`src/rtl/mem_byte_lsu_pkg.sv`:
```
// mem_byte_lsu_pkg
// Shared types and helpers for the byte-serial data-side load/store unit.
//   state_t        : controller states (IDLE, LOAD, LOAD_TAIL, STORE)
//   BYTES_PER_WORD : byte beats in one word access
//   byte_lane()    : big-endian lane select, lane i = bits [31-8i -: 8]
package mem_byte_lsu_pkg;

    typedef enum logic [1:0] {
        IDLE      = 2'd0,
        LOAD      = 2'd1,
        LOAD_TAIL = 2'd2,
        STORE     = 2'd3
    } state_t;

    localparam int BYTES_PER_WORD = 4;

    function automatic logic [7:0] byte_lane(input logic [31:0] word, input logic [1:0] lane);
        logic [7:0] result;
        case (lane)
            2'd0:    result = word[31:24];
            2'd1:    result = word[23:16];
            2'd2:    result = word[15:8];
            default: result = word[7:0];
        endcase
        return result;
    endfunction

endpackage

```
`src/rtl/mem_byte_lsu_if.sv`:
```
// mem_byte_lsu_if
// Request/response and byte-wide memory signals of the load/store unit.
//   req_valid/req_ready/req_we/req_addr/req_wdata : word request from the core
//   req_byte                                       : single-byte access (only when
//                                                    MEM_BYTE_LSU_BYTE_ACCESS_EN is defined)
//   resp_valid/resp_rdata                          : completion pulse and load result
//   mem_rw_addr/mem_w/mem_w_en/mem_r               : byte-wide memory port
// Modports: slave = the LSU, master = core plus memory (the environment).
interface mem_byte_lsu_if #(
    parameter int ADDR_W = 8
);
    logic              req_valid;
    logic              req_ready;
    logic              req_we;
    logic [ADDR_W-1:0] req_addr;
    logic [31:0]       req_wdata;
`ifdef MEM_BYTE_LSU_BYTE_ACCESS_EN
    logic              req_byte;
`endif
    logic              resp_valid;
    logic [31:0]       resp_rdata;
    logic [ADDR_W-1:0] mem_rw_addr;
    logic [7:0]        mem_w;
    logic              mem_w_en;
    logic [7:0]        mem_r;

    modport slave (
`ifdef MEM_BYTE_LSU_BYTE_ACCESS_EN
        input  req_byte,
`endif
        input  req_valid, req_we, req_addr, req_wdata, mem_r,
        output req_ready, resp_valid, resp_rdata, mem_rw_addr, mem_w, mem_w_en
    );

    modport master (
`ifdef MEM_BYTE_LSU_BYTE_ACCESS_EN
        output req_byte,
`endif
        output req_valid, req_we, req_addr, req_wdata, mem_r,
        input  req_ready, resp_valid, resp_rdata, mem_rw_addr, mem_w, mem_w_en
    );

endinterface

```
`src/rtl/mem_byte_lsu.sv`:
```
// mem_byte_lsu
// Runs 32-bit loads/stores as four byte accesses (big-endian) on a byte-wide
// memory whose read data is registered (valid one cycle after the address).
// Ports:
//   clk   : system clock, rising edge
//   reset : asynchronous active-high reset; aborts any access in flight
//   bus   : mem_byte_lsu_if.slave (request, response and memory port)
// Build option: define MEM_BYTE_LSU_BYTE_ACCESS_EN to add req_byte single-byte
// accesses (unaligned address used as-is, load result zero-extended).
module mem_byte_lsu
    import mem_byte_lsu_pkg::*;
#(
    parameter int ADDR_W = 8
) (
    input  logic         clk,
    input  logic         reset,
    mem_byte_lsu_if.slave bus
);

    state_t            state_q, state_d;
    logic [1:0]        idx_q;
    logic [ADDR_W-1:0] base_q;
    logic [31:0]       wdata_q;
    logic [23:0]       asm_q;      // lanes 0..2 of a load in progress
    logic [31:0]       rdata_q;
    logic              resp_valid_q;
    logic              last_beat;
    logic [ADDR_W-1:0] beat_addr;
    logic [7:0]        beat_wbyte;

`ifdef MEM_BYTE_LSU_BYTE_ACCESS_EN
    logic              byte_q;

    assign last_beat  = (idx_q == 2'(BYTES_PER_WORD - 1)) || byte_q;
    assign beat_wbyte = byte_q ? wdata_q[7:0] : byte_lane(wdata_q, idx_q);
`else
    assign last_beat  = (idx_q == 2'(BYTES_PER_WORD - 1));
    assign beat_wbyte = byte_lane(wdata_q, idx_q);
`endif

    // Offset is OR-ed into the low bits so the beat address never carries
    // into the upper address bits (0xFC runs 0xFC..0xFF).
    assign beat_addr = {base_q[ADDR_W-1:2], base_q[1:0] | idx_q};

    assign bus.resp_valid = resp_valid_q;
    assign bus.resp_rdata = rdata_q;

    always_ff @(posedge clk or posedge reset) begin
        if (reset) begin
            state_q <= IDLE;
        end else begin
            // NOTE: non-blocking assignments on every flop so all state
            // updates at an edge see the pre-edge values.
            state_q <= state_d;
        end
    end

    always_comb begin
        // NOTE: default first so no path leaves state_d unassigned (no latch).
        state_d = state_q;
        unique case (state_q)
            IDLE:      if (bus.req_valid) state_d = bus.req_we ? STORE : LOAD;
            LOAD:      if (last_beat) state_d = LOAD_TAIL;
            LOAD_TAIL: state_d = IDLE;
            STORE:     if (last_beat) state_d = IDLE;
            default:   state_d = IDLE;
        endcase
    end

    // Memory-side outputs decode only state and latched request fields, so
    // reset drops mem_w_en without waiting for a clock edge.
    always_comb begin
        bus.req_ready   = 1'b0;
        bus.mem_rw_addr = '0;
        bus.mem_w       = 8'h00;
        bus.mem_w_en    = 1'b0;
        unique case (state_q)
            IDLE:    bus.req_ready = 1'b1;
            LOAD:    bus.mem_rw_addr = beat_addr;
            STORE: begin
                bus.mem_rw_addr = beat_addr;
                bus.mem_w       = beat_wbyte;
                bus.mem_w_en    = 1'b1;
            end
            default: ;
        endcase
    end

    always_ff @(posedge clk or posedge reset) begin
        if (reset) begin
            // NOTE: the assembly register is reset too; it is a handful of
            // flops, not a RAM, and a known value keeps resp_rdata clean.
            idx_q        <= 2'd0;
            base_q       <= '0;
            wdata_q      <= 32'h0;
            asm_q        <= 24'h0;
            rdata_q      <= 32'h0;
            resp_valid_q <= 1'b0;
`ifdef MEM_BYTE_LSU_BYTE_ACCESS_EN
            byte_q       <= 1'b0;
`endif
        end else begin
            resp_valid_q <= 1'b0;
            unique case (state_q)
                IDLE: begin
                    idx_q <= 2'd0;
                    if (bus.req_valid) begin
                        wdata_q <= bus.req_wdata;
`ifdef MEM_BYTE_LSU_BYTE_ACCESS_EN
                        byte_q  <= bus.req_byte;
                        base_q  <= bus.req_byte ? bus.req_addr
                                                : {bus.req_addr[ADDR_W-1:2], 2'b00};
`else
                        base_q  <= {bus.req_addr[ADDR_W-1:2], 2'b00};
`endif
                    end
                end
                LOAD: begin
                    idx_q <= last_beat ? 2'd0 : idx_q + 2'd1;
                    // mem_r lags the address by one cycle: at beat idx it
                    // holds lane idx-1. Shifting in keeps lane 0 on top.
                    if (idx_q != 2'd0) asm_q <= {asm_q[15:0], bus.mem_r};
                end
                LOAD_TAIL: begin
                    idx_q        <= 2'd0;
                    resp_valid_q <= 1'b1;
`ifdef MEM_BYTE_LSU_BYTE_ACCESS_EN
                    rdata_q      <= byte_q ? {24'h0, bus.mem_r} : {asm_q, bus.mem_r};
`else
                    rdata_q      <= {asm_q, bus.mem_r};
`endif
                end
                STORE: begin
                    idx_q <= last_beat ? 2'd0 : idx_q + 2'd1;
                    if (last_beat) resp_valid_q <= 1'b1;
                end
                default: idx_q <= 2'd0;
            endcase
        end
    end

endmodule

```
`src/flat_wrapper.sv`:
```
// flat-port wrapper written by rule: the top's interface ports become plain ports
module mem_byte_lsu_flat import mem_byte_lsu_pkg::*;
#(
    parameter int ADDR_W = 8
)
  (clk, reset, bus_req_valid, bus_req_we, bus_req_addr, bus_req_wdata, bus_mem_r, bus_req_ready, bus_resp_valid, bus_resp_rdata, bus_mem_rw_addr, bus_mem_w, bus_mem_w_en);
  mem_byte_lsu_if #(.ADDR_W(ADDR_W)) bus_i ();
  input  logic clk;
  input  logic reset;
  input wire logic [$bits(bus_i.req_valid)-1:0] bus_req_valid;
  input wire logic [$bits(bus_i.req_we)-1:0] bus_req_we;
  input wire logic [$bits(bus_i.req_addr)-1:0] bus_req_addr;
  input wire logic [$bits(bus_i.req_wdata)-1:0] bus_req_wdata;
  input wire logic [$bits(bus_i.mem_r)-1:0] bus_mem_r;
  output wire logic [$bits(bus_i.req_ready)-1:0] bus_req_ready;
  output wire logic [$bits(bus_i.resp_valid)-1:0] bus_resp_valid;
  output wire logic [$bits(bus_i.resp_rdata)-1:0] bus_resp_rdata;
  output wire logic [$bits(bus_i.mem_rw_addr)-1:0] bus_mem_rw_addr;
  output wire logic [$bits(bus_i.mem_w)-1:0] bus_mem_w;
  output wire logic [$bits(bus_i.mem_w_en)-1:0] bus_mem_w_en;
  assign bus_i.req_valid = bus_req_valid;
  assign bus_i.req_we = bus_req_we;
  assign bus_i.req_addr = bus_req_addr;
  assign bus_i.req_wdata = bus_req_wdata;
  assign bus_i.mem_r = bus_mem_r;
  assign bus_req_ready = bus_i.req_ready;
  assign bus_resp_valid = bus_i.resp_valid;
  assign bus_resp_rdata = bus_i.resp_rdata;
  assign bus_mem_rw_addr = bus_i.mem_rw_addr;
  assign bus_mem_w = bus_i.mem_w;
  assign bus_mem_w_en = bus_i.mem_w_en;
  mem_byte_lsu #(.ADDR_W(ADDR_W)) u_core (.clk(clk), .reset(reset), .bus(bus_i));
endmodule
```
`config.mk`:
```
export PLATFORM = sky130hd
export DESIGN_NAME = mem_byte_lsu_flat
export DESIGN_NICKNAME = d
export VERILOG_FILES = /design/src/rtl/mem_byte_lsu_pkg.sv /design/src/rtl/mem_byte_lsu_if.sv /design/src/rtl/mem_byte_lsu.sv /design/src/flat_wrapper.sv
export SDC_FILE = /design/constraint.sdc
export NUM_CORES = 1
export LEC_CHECK = 0
export CORE_AREA = 5 5 123 125
export DETAILED_ROUTE_END_ITERATION = 8
export DIE_AREA = 0 0 128 130
export PLACE_DENSITY = 0.63
export SLEW_MARGIN = 30
export SYNTH_ARGS = -nofsm -noshare
export SYNTH_HDL_FRONTEND = slang
export SYNTH_SLANG_ARGS = --single-unit
```
`constraint.sdc`:
```
create_clock -name clk -period 7.1 [get_ports clk]
set_input_delay 0.71 -clock clk [delete_from_list [all_inputs] [get_ports clk]]
set_output_delay 0.71 -clock clk [all_outputs]
set_load 0.1 [all_outputs]
```
==> summary.txt <==
Synth cell types -> 21
Asr flop ratio synth -> 100%
Post-synth EDFFs -> 0
RSZ-0062 raised after global routing -> no
RR Startpoint -> u_core.state_q[0]
CP endpoint -> bus_mem_w[0]
Post-Syn Nets -> 328
R2r endpoint -> u_core.wdata_q[24]
Reg2Reg Depth -> 3
Top-area cell type share of the netlist area -> 60.4%
Sequential fraction of the synthesis area -> 60.4%
Post-CTS sizing -> 0
Finished Cell Area -> 0.00553 mm2
CTS tree -> built
I/O pin count -> 103
Cts hold-fix bufs -> 0
First-pass GRT wire length -> 14.3 mm
Fin nets -> 424
Share of cells above drive strength 1 -> 31.1%
Dominant cell type by area after synthesis -> dfrtp_1
Rows -> 43
Synth warn -> 0
Die footprint -> 0.0166 mm2
Top-count cell post-synth -> dfrtp_1
Final WL -> 8.63 mm
Crit-path max FO -> 9
Hold_ws -> 0.496 ns
Top FF cell, synth -> dfrtp_1
Fillers -> 1317
Worst hold path class -> flip-flop to flip-flop
Mean Syn Cell Area -> 15.1 um2
Core ar. -> 0.0138 mm2
Drt pass-1 iters -> 4
Root buffer selected by CTS -> clkbuf_16
Ant. Diodes -> 0
Reg2reg setup slack -> 5.06 ns
Fin. max-slew vios -> 0
WL met2 -> 4.10 mm
Starting Density -> 29.8%
Data arrival, critical path -> 3.09 ns
Slew HR -> 31.3%
Peak Freq -> 263 MHz
Cell Area, Synth -> 0.00410 mm2
Die Span Y -> 130 um
Synth cell count leaders -> dfrtp_1, mux2_2, inv_1
CP Launch Type -> flip-flop
Fin. Hold Viols -> 0
Clk Latency, worst-skew pair -> 0.35 ns
Num CTS Buffers -> 9
Max-Cap Viols -> 0
Setup_tns -> 0 ns
Initial DRC count -> 99
Worst Tran Pin Value -> 1.03 ns
Postcts setup bufs -> 0
Synthesized flop and latch total -> 99
Chip width -> 128 um
Clock skew -> 0.00637 ns
Clk buf depth -> 2
CP required -> 6.39 ns
Final setup vio count -> 0
Vias per cell -> 4.47
Top sig layer -> met4
# clock sinks -> 99
Post-detailed-route count of antenna-violating nets -> 0
DP HPWL -> 5.93 mm
CP Class -> flip-flop to output pin
Reg clk slew, reported paths -> 0.07 ns
Status -> finished clean
Area after DPL -> 0.00521 mm2
Area Overhead vs Synth -> 34.8%
Via count -> 2471
GP Congestion -> 0.757
Total track usage -> 11.2%
Max H-tree Level -> 3
Grt ovf -> 0
Worst Setup End Kind -> output pin
Antenna violations before repair -> 0
Tmin final -> 3.80 ns
Drt wl/cell -> 15.6 um
Crit share post-route -> 53.5%
Port Buffers -> 100
# DRC -> 0
Top cells by area, synth -> dfrtp_1, mux2_2, buf_6, a221oi_1, and2_1
Critical path startpoint -> u_core.idx_q[0]
Met3 routed WL -> 577 um
M1 WL -> 3.82 mm
Vias in the first global route -> 2752
Largest net degree at the start of global routing -> 58
Synth Instances -> 272
metrics by stage:
stage	util (%)	cells	setup WS (ns)
finish	40.2	553	3.30
global route	40.2	553	3.13
CTS	40.2	553	3.28
detailed placement	37.8	537	3.68
global placement	37.8	537	3.67
floorplan	-	272	3.12
registers in the layout, summed over array words and instances (netlist names):
name,flops
u_core.bus.resp_rdata,32
u_core.wdata_q,32
u_core.state_q,2
u_core.bus.resp_valid,1
u_core.idx_q,2
u_core.base_q,6
u_core.asm_q,24
placed cells by master, fill, tap and decap left out:
| master | synthesis | layout |
|---|---|---|
| clkbuf_16 | 0 | 9 |
| buf_4 | 4 | 3 |
| clkbuf_8 | 0 | 1 |
| and2_1 | 10 | 10 |
| inv_4 | 0 | 1 |
| a221oi_1 | 8 | 8 |
| nand2b_1 | 3 | 2 |
| dfrtp_1 | 99 | 99 |
| a22oi_1 | 8 | 8 |
| clkinv_4 | 0 | 1 |
| mux2_2 | 92 | 92 |
| nand3b_1 | 1 | 1 |
| ha_1 | 4 | 4 |
| clkdlybuf4s50_1 | 0 | 99 |
| inv_1 | 12 | 11 |
| buf_2 | 2 | 1 |
| clkinv_2 | 0 | 2 |
| mux2_1 | 2 | 2 |
| bufinv_16 | 0 | 2 |
| mux2i_1 | 1 | 1 |
| inv_6 | 0 | 1 |
| nor3b_4 | 2 | 2 |
| nand2b_2 | 0 | 1 |
| xnor2_1 | 1 | 1 |
| nor2_1 | 2 | 2 |
| nand2_1 | 1 | 1 |
| a21oi_1 | 8 | 8 |
logic make-up after synthesis:
| kind of cell | Yosys count | share of synthesized area (%) |
|---|---|---|
| flip-flops | 99 | 60.4 |
| multiplexers | 95 | 26.0 |
| buffers and inverters | 30 | 4.66 |
| AO/OA/AOI/OAI | 24 | 4.15 |
| AND/OR/NAND/NOR | 19 | 3.35 |
| adder cells (fa/ha/maj) | 4 | 1.22 |
| XOR/XNOR | 1 | 0.213 |
worst min-delay path by stage:
| stage | start | endpoint | slack (ns) | depth (start not counted) |
|---|---|---|---|---|
| 3_5_place_dp | u_core.base_q[5] | u_core.base_q[5] | 0.49 | 1 |
| 2_1_floorplan | u_core.idx_q[0] | u_core.idx_q[0] | 0.47 | 1 |
| 5_1_grt | u_core.bus.resp_rdata[23] | u_core.bus.resp_rdata[23] | 0.52 | 1 |
| 3_3_place_gp | u_core.base_q[4] | u_core.base_q[4] | 0.48 | 1 |
| 4_1_cts | u_core.asm_q[18] | u_core.bus.resp_rdata[26] | 0.50 | 1 |
| 6_report | u_core.asm_q[18] | u_core.bus.resp_rdata[26] | 0.50 | 1 |
worst max-delay path: stages (launching register included):
cell and delay [ns]:
dfrtp_1 0.42, inv_1 0.10, ha_1 0.45, a22oi_1 0.17, a221oi_1 0.38, clkdlybuf4s50_1 1.21
area by class of cell:
| class | count | area [um2] | share of cell area, % |
|---|---|---|---|
| tap | 180 | 225 | 4.07 |
| sequential | 99 | 2480 | 44.8 |
| multi-input combinational | 143 | 1440 | 26.0 |
| clock buffer | 10 | 239 | 4.32 |
| clock inverter | 6 | 87.6 | 1.58 |
| timing repair buffer | 103 | 1020 | 18.4 |
| inverter | 12 | 47.5 | 0.859 |
per-layer routing:
layer / track usage (%) / vias to the layer above
li1: - / 1147
met3: 4.79 / 12
met4: 4.24 / 0
met1: 14.2 / 1251
met2: 17.1 / 61
met5: 0 / -
Power is left out: the tool's default activity adds up to more than one toggle a clock period on the data nets, which glitch-free logic cannot reach.
